### config.mk
export PLATFORM = sky130hd
export DESIGN_NAME = video_timing_gen_flat
export DESIGN_NICKNAME = d
export VERILOG_FILES = /design/src/rtl/video_timing_gen_if.sv /design/src/rtl/video_timing_gen.sv /design/src/flat_wrapper.sv
export SDC_FILE = /design/constraint.sdc
export NUM_CORES = 1
export LEC_CHECK = 0
export CORE_AREA = 2 2 78 80
export CTS_BUF_LIST = sky130_fd_sc_hd__clkbuf_16
export CTS_CLUSTER_SIZE = 20
export DETAILED_ROUTE_END_ITERATION = 6
export DIE_AREA = 0 0 80 82
export PLACE_DENSITY = 0.56
export RECOVER_POWER = 50
export SLEW_MARGIN = 5
export SYNTH_ARGS = -nofsm -noshare
export SYNTH_HDL_FRONTEND = slang
export SYNTH_SLANG_ARGS = --single-unit
export TNS_END_PERCENT = 1
### constraint.sdc
create_clock -name clk_i -period 3.6 [get_ports clk_i]
set_clock_uncertainty 0.1 [all_clocks]
set_input_delay 0.54 -clock clk_i [delete_from_list [all_inputs] [get_ports clk_i]]
set_output_delay 0.54 -clock clk_i [all_outputs]
set_load 0.02 [all_outputs]
### src/rtl/video_timing_gen_if.sv
// video_timing_gen_if: raster enable input plus sync, position, frame and prefetch outputs of the timing generator
interface video_timing_gen_if #(parameter int CW = 12);
  logic en_i;
  logic hsync_o;
  logic vsync_o;
  logic de_o;
  logic sof_o;
  logic eol_o;
  logic fetch_req_o;
  logic running_o;
  logic [CW-1:0] x_o;
  logic [CW-1:0] y_o;
  modport master(input en_i, output hsync_o, vsync_o, de_o, x_o, y_o, sof_o, eol_o, fetch_req_o, running_o);
  modport slave(output en_i, input hsync_o, vsync_o, de_o, x_o, y_o, sof_o, eol_o, fetch_req_o, running_o);
endinterface

### src/rtl/video_timing_gen.sv
// video_timing_gen: registered raster timing generator; define VTG_PREFETCH_EN for the FETCH_LEAD-ahead pixel prefetch strobe
module video_timing_gen #(
  parameter int H_ACTIVE   = 640,
  parameter int H_FP       = 16,
  parameter int H_SYNC     = 96,
  parameter int H_BP       = 48,
  parameter int V_ACTIVE   = 480,
  parameter int V_FP       = 10,
  parameter int V_SYNC     = 2,
  parameter int V_BP       = 33,
  parameter int HSYNC_POL  = 0,
  parameter int VSYNC_POL  = 0,
  parameter int CW         = 12,
  parameter int FETCH_LEAD = 2
) (
  input logic clk_i,
  input logic rstn_i,
  video_timing_gen_if.master vif
);
  localparam int H_TOTAL = H_ACTIVE + H_FP + H_SYNC + H_BP;
  localparam int V_TOTAL = V_ACTIVE + V_FP + V_SYNC + V_BP;
  typedef logic [CW-1:0] c_t;
  typedef logic [CW:0] w_t;
  typedef enum logic {IDLE, RUN} state_t;
  localparam c_t X_LAST = c_t'(H_TOTAL - 1);
  localparam c_t Y_LAST = c_t'(V_TOTAL - 1);
  localparam w_t HA = w_t'(H_ACTIVE);
  localparam w_t HA_LAST = w_t'(H_ACTIVE - 1);
  localparam w_t HS0 = w_t'(H_ACTIVE + H_FP);
  localparam w_t HS1 = w_t'(H_ACTIVE + H_FP + H_SYNC);
  localparam w_t HT = w_t'(H_TOTAL);
  localparam w_t VA = w_t'(V_ACTIVE);
  localparam w_t VS0 = w_t'(V_ACTIVE + V_FP);
  localparam w_t VS1 = w_t'(V_ACTIVE + V_FP + V_SYNC);
  localparam logic HP = 1'(HSYNC_POL);
  localparam logic VP = 1'(VSYNC_POL);
  if (H_ACTIVE == 0 || H_FP == 0 || H_SYNC == 0 || H_BP == 0 ||
      V_ACTIVE == 0 || V_FP == 0 || V_SYNC == 0 || V_BP == 0) begin : g_zero
    $error("timing parameters must be nonzero");
  end
  if (longint'(H_TOTAL) > (longint'(1) << CW) || longint'(V_TOTAL) > (longint'(1) << CW)) begin : g_cw
    $error("CW too narrow for raster totals");
  end
  if (FETCH_LEAD < 1 || FETCH_LEAD >= H_FP + H_SYNC + H_BP) begin : g_lead
    $error("FETCH_LEAD out of range");
  end
`ifdef VTG_PREFETCH_EN
  localparam c_t X0 = c_t'(H_TOTAL - FETCH_LEAD);
  localparam c_t Y0 = Y_LAST;
`else
  localparam c_t X0 = '0;
  localparam c_t Y0 = '0;
`endif
  state_t state_q, state_d;
  c_t x_q, x_d, y_q, y_d;
  w_t xe, ye;
  logic h_end, v_end, run_d;
  logic de_q, de_d, hs_q, hs_d, vs_q, vs_d, sof_q, sof_d, eol_q, eol_d;
  always_comb begin
    h_end = x_q == X_LAST;
    v_end = y_q == Y_LAST;
    state_d = (state_q == IDLE) ? (vif.en_i ? RUN : IDLE) : ((h_end && v_end && !vif.en_i) ? IDLE : RUN);
    run_d = state_d == RUN;
    x_d = !run_d ? '0 : (state_q == IDLE) ? X0 : h_end ? '0 : x_q + 1'b1;
    y_d = !run_d ? '0 : (state_q == IDLE) ? Y0 : !h_end ? y_q : v_end ? '0 : y_q + 1'b1;
    xe = {1'b0, x_d};
    ye = {1'b0, y_d};
    de_d = run_d && xe < HA && ye < VA;
    hs_d = (run_d && xe >= HS0 && xe < HS1) ? HP : ~HP;
    vs_d = (run_d && ye >= VS0 && ye < VS1) ? VP : ~VP;
    sof_d = run_d && x_d == '0 && y_d == '0;
    eol_d = run_d && xe == HA_LAST && ye < VA;
  end
  always_ff @(posedge clk_i or negedge rstn_i) begin
    if (!rstn_i) begin
      state_q <= IDLE;
      x_q <= '0;
      y_q <= '0;
      de_q <= 1'b0;
      hs_q <= ~HP;
      vs_q <= ~VP;
      sof_q <= 1'b0;
      eol_q <= 1'b0;
    end else begin
      state_q <= state_d;
      x_q <= x_d;
      y_q <= y_d;
      de_q <= de_d;
      hs_q <= hs_d;
      vs_q <= vs_d;
      sof_q <= sof_d;
      eol_q <= eol_d;
    end
  end
  assign vif.running_o = state_q == RUN;
  assign vif.x_o = x_q;
  assign vif.y_o = y_q;
  assign vif.de_o = de_q;
  assign vif.hsync_o = hs_q;
  assign vif.vsync_o = vs_q;
  assign vif.sof_o = sof_q;
  assign vif.eol_o = eol_q;
`ifdef VTG_PREFETCH_EN
  localparam w_t FL = w_t'(FETCH_LEAD);
  w_t xa, xl, yl;
  logic h_wrap, f_wrap, fetch_q, fetch_d;
  always_comb begin
    xa = xe + FL;
    h_wrap = xa >= HT;
    f_wrap = h_wrap && y_d == Y_LAST;
    xl = h_wrap ? xa - HT : xa;
    yl = !h_wrap ? ye : f_wrap ? '0 : ye + 1'b1;
    fetch_d = run_d && xl < HA && yl < VA && (!f_wrap || vif.en_i);
  end
  always_ff @(posedge clk_i or negedge rstn_i) begin
    if (!rstn_i) fetch_q <= 1'b0;
    else fetch_q <= fetch_d;
  end
  assign vif.fetch_req_o = fetch_q;
`else
  assign vif.fetch_req_o = 1'b0;
`endif
endmodule

### src/flat_wrapper.sv
// flat-port wrapper written by rule: the top's interface ports become plain ports
module video_timing_gen_flat 
#(
  parameter int H_ACTIVE   = 640,
  parameter int H_FP       = 16,
  parameter int H_SYNC     = 96,
  parameter int H_BP       = 48,
  parameter int V_ACTIVE   = 480,
  parameter int V_FP       = 10,
  parameter int V_SYNC     = 2,
  parameter int V_BP       = 33,
  parameter int HSYNC_POL  = 0,
  parameter int VSYNC_POL  = 0,
  parameter int CW         = 12,
  parameter int FETCH_LEAD = 2
)
  (clk_i, rstn_i, vif_en_i, vif_hsync_o, vif_vsync_o, vif_de_o, vif_x_o, vif_y_o, vif_sof_o, vif_eol_o, vif_fetch_req_o, vif_running_o);
  video_timing_gen_if #(.CW(CW)) vif_i ();
  input logic clk_i;
  input logic rstn_i;
  input wire logic [$bits(vif_i.en_i)-1:0] vif_en_i;
  output wire logic [$bits(vif_i.hsync_o)-1:0] vif_hsync_o;
  output wire logic [$bits(vif_i.vsync_o)-1:0] vif_vsync_o;
  output wire logic [$bits(vif_i.de_o)-1:0] vif_de_o;
  output wire logic [$bits(vif_i.x_o)-1:0] vif_x_o;
  output wire logic [$bits(vif_i.y_o)-1:0] vif_y_o;
  output wire logic [$bits(vif_i.sof_o)-1:0] vif_sof_o;
  output wire logic [$bits(vif_i.eol_o)-1:0] vif_eol_o;
  output wire logic [$bits(vif_i.fetch_req_o)-1:0] vif_fetch_req_o;
  output wire logic [$bits(vif_i.running_o)-1:0] vif_running_o;
  assign vif_i.en_i = vif_en_i;
  assign vif_hsync_o = vif_i.hsync_o;
  assign vif_vsync_o = vif_i.vsync_o;
  assign vif_de_o = vif_i.de_o;
  assign vif_x_o = vif_i.x_o;
  assign vif_y_o = vif_i.y_o;
  assign vif_sof_o = vif_i.sof_o;
  assign vif_eol_o = vif_i.eol_o;
  assign vif_fetch_req_o = vif_i.fetch_req_o;
  assign vif_running_o = vif_i.running_o;
  video_timing_gen #(.H_ACTIVE(H_ACTIVE), .H_FP(H_FP), .H_SYNC(H_SYNC), .H_BP(H_BP), .V_ACTIVE(V_ACTIVE), .V_FP(V_FP), .V_SYNC(V_SYNC), .V_BP(V_BP), .HSYNC_POL(HSYNC_POL), .VSYNC_POL(VSYNC_POL), .CW(CW), .FETCH_LEAD(FETCH_LEAD)) u_core (.clk_i(clk_i), .rstn_i(rstn_i), .vif(vif_i));
endmodule
==> Word level (Yosys, flattened, before mapping) <==
Cells that the tools add are included.
{ "totals": {"register_bits": 30, "inputBits": 3, "out_inout_bits": 31, "elab_cells": 46} }
{ "classes": {"n_addsub": 2, "n_lt_le_gt_ge": 6, "eq_ne": 3, "muxes": 12, "n_reduce_logical": 15} }
{ "ops": {"columns": ["cell", "n"], "rows": [
  ["$mux 12", 7],
  ["$eq 12x10->1 const B", 3],
  ["$add 12x1->12 const B", 2],
  ["$logic_not 12->1", 2],
  ["$lt 12x10->1 const B", 2],
  ["$lt 12x9->1 const B", 2],
  ["$ge 12x10->1 const B", 1],
  ["$ge 12x9->1 const B", 1],
  ["$logic_and 1x1->1", 12],
  ["$mux 1", 5],
  ["$logic_not 1->1", 1]
]} }

==> Depth between registers and ports, before layout <==
Gate-level depths: netlist (run 1).
{ "logic_depth": {"ltp_word": 10, "ltp_mapped": 8, "depth_no_buf": 8} }

==> Worst setup path after synthesis (run 1) <==
No wires, ideal clock.
{ "synth_timing": {"kind": "flip-flop to flip-flop", "from": "register u_core.x_q[0] (netlist: u_core.vif.x_o[0])", "to": "register u_core.hs_q (netlist: u_core.vif.hsync_o)", "setup_ns": 0.094, "arrival_ns": 2.428, "slack_ns": 0.978, "path_stages_with_launch": 8, "n_path_buf": 0, "synth_period_minus_slack_ns": 2.622, "path_cell_list": "dfrtp_1 > ha_1 > nand4_2 > o31ai_4 > a21oi_2 > and2_4 > mux2_4 > or4_4"} }
{ "synth_between": {"elab_chain_len": 10, "word_cells_on_any_way": 14, "classes_between": "1 x add/sub; 2 x order compare; 1 x eq/ne; 6 x mux; 4 x reduce/logical"} }
{ "synth_lines": {"columns": ["element", "line", "source"], "rows": [
  ["start, declared", "video_timing_gen.sv:55", "c_t x_q, x_d, y_q, y_d;"],
  ["start signal, assigned", "video_timing_gen.sv:77", "x_q <= '0;"],
  ["start signal, assigned", "video_timing_gen.sv:86", "x_q <= x_d;"],
  ["parallel branches: the longest is 5 deep, another holds $add 12x1->12", null, null],
  ["$mux 12 *", "video_timing_gen.sv:64", "x_d = !run_d ? '0 : (state_q == IDLE) ? X0 : h_end ? '0 : x_q + 1'b1;"],
  ["named net u_core.x_d[6]", "video_timing_gen.sv:55", null],
  ["$ge 12x10->1", "video_timing_gen.sv:69", "hs_d = (run_d && xe >= HS0 && xe < HS1) ? HP : ~HP;"],
  ["$logic_and 1x1->1", "video_timing_gen.sv:69", null],
  ["$logic_and 1x1->1 *", "video_timing_gen.sv:69", null],
  ["$mux 1 *", "video_timing_gen.sv:69", null],
  ["named net u_core.hs_d", "video_timing_gen.sv:58", "logic de_q, de_d, hs_q, hs_d, vs_q, vs_d, sof_q, sof_d, eol_q, eol_d;"],
  ["end signal, assigned", "video_timing_gen.sv:80", "hs_q <= ~HP;"],
  ["end signal, assigned", "video_timing_gen.sv:89", "hs_q <= hs_d;"],
  ["end, declared", "video_timing_gen.sv:58", null]
]} }
Mark *: on every way through the listed nets, which the timed path passes.

==> Worst setup path after layout (run 1) <==
{ "layout_timing": {"from": "register u_core.x_q[0] (netlist: u_core.vif.x_o[0])", "to": "register u_core.vs_q (netlist: u_core.vif.vsync_o)"} }
{ "layout_between": {"elab_chain_len": 10, "word_cells_on_any_way": 13, "classes_between": "2 x order compare; 1 x eq/ne; 6 x mux; 4 x reduce/logical"} }
{ "layout_lines": {"columns": ["element", "line", "source"], "rows": [
  ["$eq 12x10->1 *", "video_timing_gen.sv:60", "h_end = x_q == X_LAST;"],
  ["$logic_and 1x1->1 (2 in series)", "video_timing_gen.sv:62", "state_d = (state_q == IDLE) ? (vif.en_i ? RUN : IDLE) : ((h_end && v_end && !vif.en_i) ? IDLE : RUN);"],
  ["$mux 1 (2 in series)", "video_timing_gen.sv:62", null],
  ["$mux 12", "video_timing_gen.sv:65", "y_d = !run_d ? '0 : (state_q == IDLE) ? Y0 : !h_end ? y_q : v_end ? '0 : y_q + 1'b1;"],
  ["$ge 12x9->1", "video_timing_gen.sv:70", "vs_d = (run_d && ye >= VS0 && ye < VS1) ? VP : ~VP;"],
  ["$logic_and 1x1->1", "video_timing_gen.sv:70", null],
  ["$logic_and 1x1->1 *", "video_timing_gen.sv:70", null],
  ["$mux 1 *", "video_timing_gen.sv:70", null],
  ["named net u_core.vs_d", "video_timing_gen.sv:58", null],
  ["end signal, assigned", "video_timing_gen.sv:81", "vs_q <= ~VP;"],
  ["end signal, assigned", "video_timing_gen.sv:90", "vs_q <= vs_d;"],
  ["end, declared", "video_timing_gen.sv:58", null]
]} }
Mark *: on every way through the listed nets, which the timed path passes. The rest lies on a longest branch.

==> results.cfg, run 1 <==
[run_status]
outcome = finished, violations left
violations = capacitance limit, slew limit

[timing]
period_minus_slack_ns = 2.95
layout_setup_ws_ns = 0.653
slew_viol_final = 31
rsz0062_at_grt = false
finalHoldViolCount = 0
finalSetupTns_ns = 0
fmax_mhz = 339
max_slew.worst_pin.slew_ns = 1.63
min_period_over_period_pct = 81.9
max-slew-margin-rel_pct = -8.72
setup_viol = 0

[global_route]
antenna_found_initial = 0
grt_max_degree = 31
gr-total-overflow = 0
grt_pass1_vias = 1640
grt_pass1_wl_um = 8460
grt.total_usage_pct = 17.3

[placed_design]
dp_hpwl_um = 3750
gp_congestion = 0.880
place_worst_setup_slack_ns = 0.794
io_buffer_count = 32

[worst_hold_path]
hold_path_class = reg2reg
hp-start = u_core.vif.x_o[0]$_DFF_PN0_

[power_and_ir_drop]
pwr-share-seq_pct = 37.9
ir_drop_v = 0.000213
switching_share_pct = 17.7
power.switching_uw = 157
cellPowerDensity_mw_per_mm2 = 355
clkPwrFrac_pct = 61.0
leakage_nw = 1.06
p_int_uw = 733
p_comb_share_pct = 1.1

[cells_and_area]
nets = 247
area_growth_pct = 27.6
final_cell_mix = 28 x dfrtp_1, 22 x clkdlybuf4s50_1, 21 x nor2_1
diodes = 0
layout_commonest_cell = dfrtp_1
n_fill_cell = 559
drive_gt1_share_pct = 10.3

[floorplanning]
io_pins = 34
rows = 28
die_y_um = 82
die_x_um = 80
dieArea_mm2 = 0.00656
core_area_mm2 = 0.00575
start_util_pct = 34.3

[route]
wl_per_cell_um = 16.2
drc_errors = 0
vias = 1703
routed_wl_um = 5130
final_antenna_net_count = 0
dr.pass1.iters = 4
detail_route.vias_per_cell = 5.37
drtIter0Drc = 83

[synthesis]
async_reset_ff_share_pct = 100
yosysSeqAreaShare_pct = 38.3
synth_edf_count = 0
synth_area_mm2 = 0.00197
synth_ff_type = dfrtp_1
syn-instance-count = 208
synth.avg_cell_area_um2 = 9.46
yosysWarningCount = 0
synth_seq_cells = 30
synth_nets = 214
synth.distinct_cells = 62

[cts]
cts_inserted_buffers = 5
cts_hold_buf = 0
cts.htree.levels = 2
cts_tree = yes
post-cts-setup-buffers = 0
path_clk_slew_ns = 0.05
cts.repair.resized = 0
clock_path_buffers = 2
worst_skew_pair.late_latency_ns = 0.28
cts.sinks = 30
root_buffer = clkbuf_16

[worst_setup_path]
cp_slowest_stage_delay_ns = 0.48
slowest_stage = nor3_4
crit_type = reg2reg
startpoint = u_core.vif.x_o[0]$_DFF_PN0_
start_kind = register
setup.worst_path.end_class = register
required_ns = 3.69
path_max_fanout = 8
crit-reg2reg-launch = u_core.vif.x_o[0]$_DFF_PN0_
crit_arrival_ns = 3.04
path_cells = ha_1 > nand4_1 > nor3_4 > a21boi_1 > o311ai_1 > or3b_1 > or4_1

[run]
cap_viol_max_count = 1
## layout make-up
class / count / area (µm²) / share of cell area (%)
repair buffers: 33 / 324 / 12.9
inverters: 11 / 41.3 / 1.64
well taps: 75 / 93.8 / 3.74
clock buffers: 5 / 125 / 4.98
flip-flops and latches: 30 / 753 / 30.0
multi-input cells: 160 / 1110 / 44.2
clock inverters: 3 / 63.8 / 2.54
## path summary, 6_finish.rpt
path                                                endpoint  cells after the start  slack [ns]
worst max-delay path            u_core.vif.vsync_o$_DFF_PN1_                      7        0.65
worst min-delay path             u_core.vif.x_o[0]$_DFF_PN0_                      1        0.46
worst max register to register  u_core.vif.vsync_o$_DFF_PN1_                      7        0.65
worst min register to register   u_core.vif.x_o[0]$_DFF_PN0_                      1        0.46
max in group asynchronous        u_core.vif.y_o[2]$_DFF_PN0_                      2        1.34
min in group asynchronous        u_core.vif.x_o[2]$_DFF_PN0_                      2        1.11
## state kept, by name, indices dropped and copies added (netlist names)
name                  flops
u_core.vif.de_o           1
u_core.vif.eol_o          1
u_core.vif.hsync_o        1
u_core.vif.running_o      1
u_core.vif.sof_o          1
u_core.vif.vsync_o        1
u_core.vif.x_o           12
u_core.vif.y_o           12
## power by group through the flow
stage | clock (mW) | combinational [mW] | sequential [mW]
2_1_floorplan | 0 | 0.00190 | 0.343
3_3_place_gp | 0 | 0.0114 | 0.343
3_5_place_dp | 0 | 0.0114 | 0.343
4_1_cts | 0.554 | 0.0114 | 0.338
5_1_grt | 0.574 | 0.0116 | 0.337
6_report | 0.543 | 0.00977 | 0.338
## cell usage after synthesis, types with 3 or more instances
| master | n | area share (%) |
|---|---|---|
| xor2_1 | 7 | 3.1 |
| nand4b_1 | 3 | 1.3 |
| xnor2_1 | 8 | 3.6 |
| nor2_1 | 21 | 4.0 |
| or3_1 | 3 | 0.95 |
| nand4_1 | 8 | 2.5 |
| a21boi_1 | 4 | 1.5 |
| mux2i_1 | 3 | 1.5 |
| a21oi_1 | 3 | 0.76 |
| or2_2 | 3 | 0.95 |
| inv_1 | 11 | 2.1 |
| o21ai_0 | 8 | 2.0 |
| and2_1 | 4 | 1.3 |
| and3_1 | 3 | 0.95 |
| nor4_1 | 6 | 1.9 |
| nand2_1 | 10 | 1.9 |
| nor3_1 | 6 | 1.5 |
| ha_1 | 3 | 1.9 |
| nand3_1 | 13 | 3.3 |
| dfrtp_1 | 28 | 36 |
## critical path, delay by kind of cell, from the launching register on
family	cells	cell delay (ns)
AND/OR/NAND/NOR	4	1.72
AO/OA/AOI/OAI	2	0.31
adder cells (fa/ha/maj)	1	0.29
flip-flops	1	0.44
## logic make-up after synthesis
family / after synthesis / share of synthesized area (%)
flip-flops: 30 / 38.3
other: 1 / 0.191
XOR/XNOR: 15 / 6.68
buffers and inverters: 18 / 4.39
adder cells (fa/ha/maj): 3 / 1.91
multiplexers: 4 / 2.29
AND/OR/NAND/NOR: 104 / 33.9
AO/OA/AOI/OAI: 33 / 12.4
## per-stage QoR
stage / power, mW / cells / utilization [%] / cell area [µm²] / hold slack (ns)
after CTS: 0.903 / 317 / 44.1 / 2530 / 0.455
final: 0.891 / 317 / 43.7 / 2510 / 0.458
after global placement: 0.355 / 309 / 40.8 / 2340 / 0.422
after floorplan: 0.345 / 208 / - / 1970 / 0.144
after global routing: 0.923 / 317 / 43.7 / 2510 / 0.481
after detailed placement: 0.355 / 309 / 40.8 / 2340 / 0.447
## metal layers
layer | GRT usage [%] | routed length [µm] | vias up
met5 | 0 | 0 | -
met2 | 27.1 | 2420 | 54
met1 | 23.3 | 2340 | 809
met3 | 4.62 | 268 | 9
li1 | - | - | 831
met4 | 5.93 | 106 | 0
(Power assumes the default switching activity.)
==> run 2: changes to the inputs <==
Settings changed: PLACE_DENSITY 0.56 to 0.58.
Clock period 3.6 ns to 2.7 ns, I/O delays scaled along.
==> run 2 against run 1 <==
  * The run still ends with capacitance limit, slew limit left
  * Combinational power grew 39%
  * Design area rose by 6.4%
  * Non-clock buffer count grew 23
  * Count of clock-buffer cells in the layout stayed put
  * Sequential share of layout area down 1.8 points
  * First-iteration DRC count is 47% higher
  * Final cell count rose by 7.3%
  * Total power rose by 23%
  * Clock power up 17%
  * Register-to-register slack got worse by 0.54 ns
  * Die area stayed put
  * Global-route usage is 0.84 points higher
  * Critical path type unchanged
  * Critical endpoint is now u_core.vif.hsync_o$_DFF_PN1_
==> results.cfg, run 2 (synthesis gave the netlist of run 1 again) <==
[run_status]
outcome = finished, violations left
violations = capacitance limit, slew limit

[cells_and_area]
regArea_um2 = 754
final_cell_mix = 27 x clkdlybuf4s50_1, 27 x dfrtp_1, 21 x nor2_1, 21 x buf_4, 13 x nand3_1
n_fill_cell = 573
fin_util_pct = 46.5
area_growth_pct = 35.8
nets = 270
multiInputGateArea_mm2 = 0.00113
diodes = 0
fin_cells = 340
drive_gt1_share_pct = 18.9

[cts]
cts_hold_buf = 0
root_buffer = clkbuf_16
worst_skew_pair.late_latency_ns = 0.28
cts.htree.levels = 2
path_clk_slew_ns = 0.05
cts_inserted_buffers = 5
clock_path_buffers = 2
cts.sinks = 30
cts_tree = yes

[floorplanning]
dieArea_mm2 = 0.00656
rows = 28
io_pins = 34
core_area_mm2 = 0.00575
start_util_pct = 34.3
die_y_um = 82
die_x_um = 80

[power_and_ir_drop]
power.switching_uw = 214
total_power_mw = 1.10
switching_share_pct = 19.5
cellPowerDensity_mw_per_mm2 = 411
leakage_nw = 1.14
pwr-share-seq_pct = 41.0
p_comb_share_pct = 1.2
clkPwrFrac_pct = 57.8
ir_drop_v = 0.000276
p_int_uw = 884

[global_route]
grt_max_degree = 31
antenna_found_initial = 0
gr-total-overflow = 0
grt_pass1_wl_um = 9030
grtUsageMet3_pct = 4.62
gr-usage-met1_pct = 24.8
grt-busiest-layer = met2
grt.total_usage_pct = 18.2
grt_pass1_vias = 1745
grt_util_met2_pct = 28.2

[worst_setup_path]
path_buf_inv = 0
critical_path.top_delay_family = simple AND/OR/NAND/NOR gates
setup.worst_path.end_class = register
path_max_fanout = 10
crit_arrival_ns = 2.67
slowest_stage = o31ai_4
required_ns = 2.79
crit_type = reg2reg
path_cells = or3_4 > o31ai_4 > a21oi_2 > and2_4 > mux2_4 > or4_4
start_kind = register
cp_slowest_stage_delay_ns = 0.51

[placed_design]
dp_hpwl_um = 4080
io_buffer_count = 32
gp_congestion = 0.887
dp_cells = 328

[timing]
finalHoldViolCount = 0
slew_viol_final = 31
finalSetupTns_ns = 0
max-slew-margin-rel_pct = -13.5
max_slew.worst_pin.slew_ns = 1.70
min_period_over_period_pct = 95.7
period_minus_slack_ns = 2.58
setup_viol = 0
hold_slack_ns = 0.473
fmax_mhz = 387

[route]
drtIter0Drc = 122
drc_errors = 0
routed_wl_um = 5420
wl_per_cell_um = 16.0
dr.pass1.iters = 4
vias = 1833
detail_route.vias_per_cell = 5.39
final_antenna_net_count = 0

[run]
cap_viol_max_count = 1

[worst_hold_path]
hold_path_class = reg2reg
[run 2: cell count changes in the layout (fill, tap and decap cells not counted), moves of 2 or more]
cell,previous run,this run
buf_4,0,21
clkinv_2,0,2
clkbuf_1,1,3
dlygate4sd3_1,10,5
clkdlybuf4s50_1,22,27
[run 2: timing repair]
item | CTS | global route
endpoints found under the setup margin | 0 | 2
buffers inserted | 0 | 4
resized for setup | 0 | 1
[run 2: stage by stage]
step | area (µm²) | worst slack [ns]
global route | 2670 | -0.0102
finish | 2670 | 0.117
CTS | 2650 | 0.129
global placement | 2490 | 0.220
detailed placement | 2490 | 0.138
floorplan | 1970 | 0.0781
[run 2: cell type report]
| cell class | instances | area share (%) |
|---|---|---|
| Timing Repair Buffer | 56 | 18.3 |
| Multi-Input combinational cell | 160 | 42.2 |
| Clock inverter | 3 | 1.50 |
| Tap cell | 75 | 3.51 |
| Sequential cell | 30 | 28.2 |
| Inverter | 11 | 1.54 |
| Clock buffer | 5 | 4.68 |
[run 2: worst min-delay path, stage by stage (launching register included)]
cell and delay, ns:
dfrtp_1 0.35, buf_4 0.14, nor2_1 0.05
[run 2: worst paths after layout]
check,start,end,slack (ns),depth (start not counted)
setup / recovery,u_core.vif.x_o[6]$_DFF_PN0_,u_core.vif.hsync_o$_DFF_PN1_,0.12,6
hold / removal,u_core.vif.x_o[0]$_DFF_PN0_,u_core.vif.x_o[0]$_DFF_PN0_,0.47,2
setup reg to reg,u_core.vif.x_o[6]$_DFF_PN0_,u_core.vif.hsync_o$_DFF_PN1_,0.12,6
hold reg to reg,u_core.vif.x_o[0]$_DFF_PN0_,u_core.vif.x_o[0]$_DFF_PN0_,0.47,2
max in group asynchronous,rstn_i,u_core.vif.x_o[6]$_DFF_PN0_,0.45,2
min in group asynchronous,rstn_i,u_core.vif.x_o[3]$_DFF_PN0_,0.93,2
[run 2: power by group through the flow]
stage	combinational (mW)	clock, mW	sequential (mW)
4_1_cts	0.0152	0.645	0.450
2_1_floorplan	0.00253	0	0.458
3_3_place_gp	0.0151	0	0.458
3_5_place_dp	0.0155	0	0.458
5_1_grt	0.0162	0.673	0.450
6_report	0.0136	0.634	0.450
[run 2: metal layers]
layer / share of wire [%] / routed length, µm
met1: 44 / 2400
met2: 47 / 2540
met3: 7.0 / 382
met4: 1.8 / 95
met5: 0 / 0
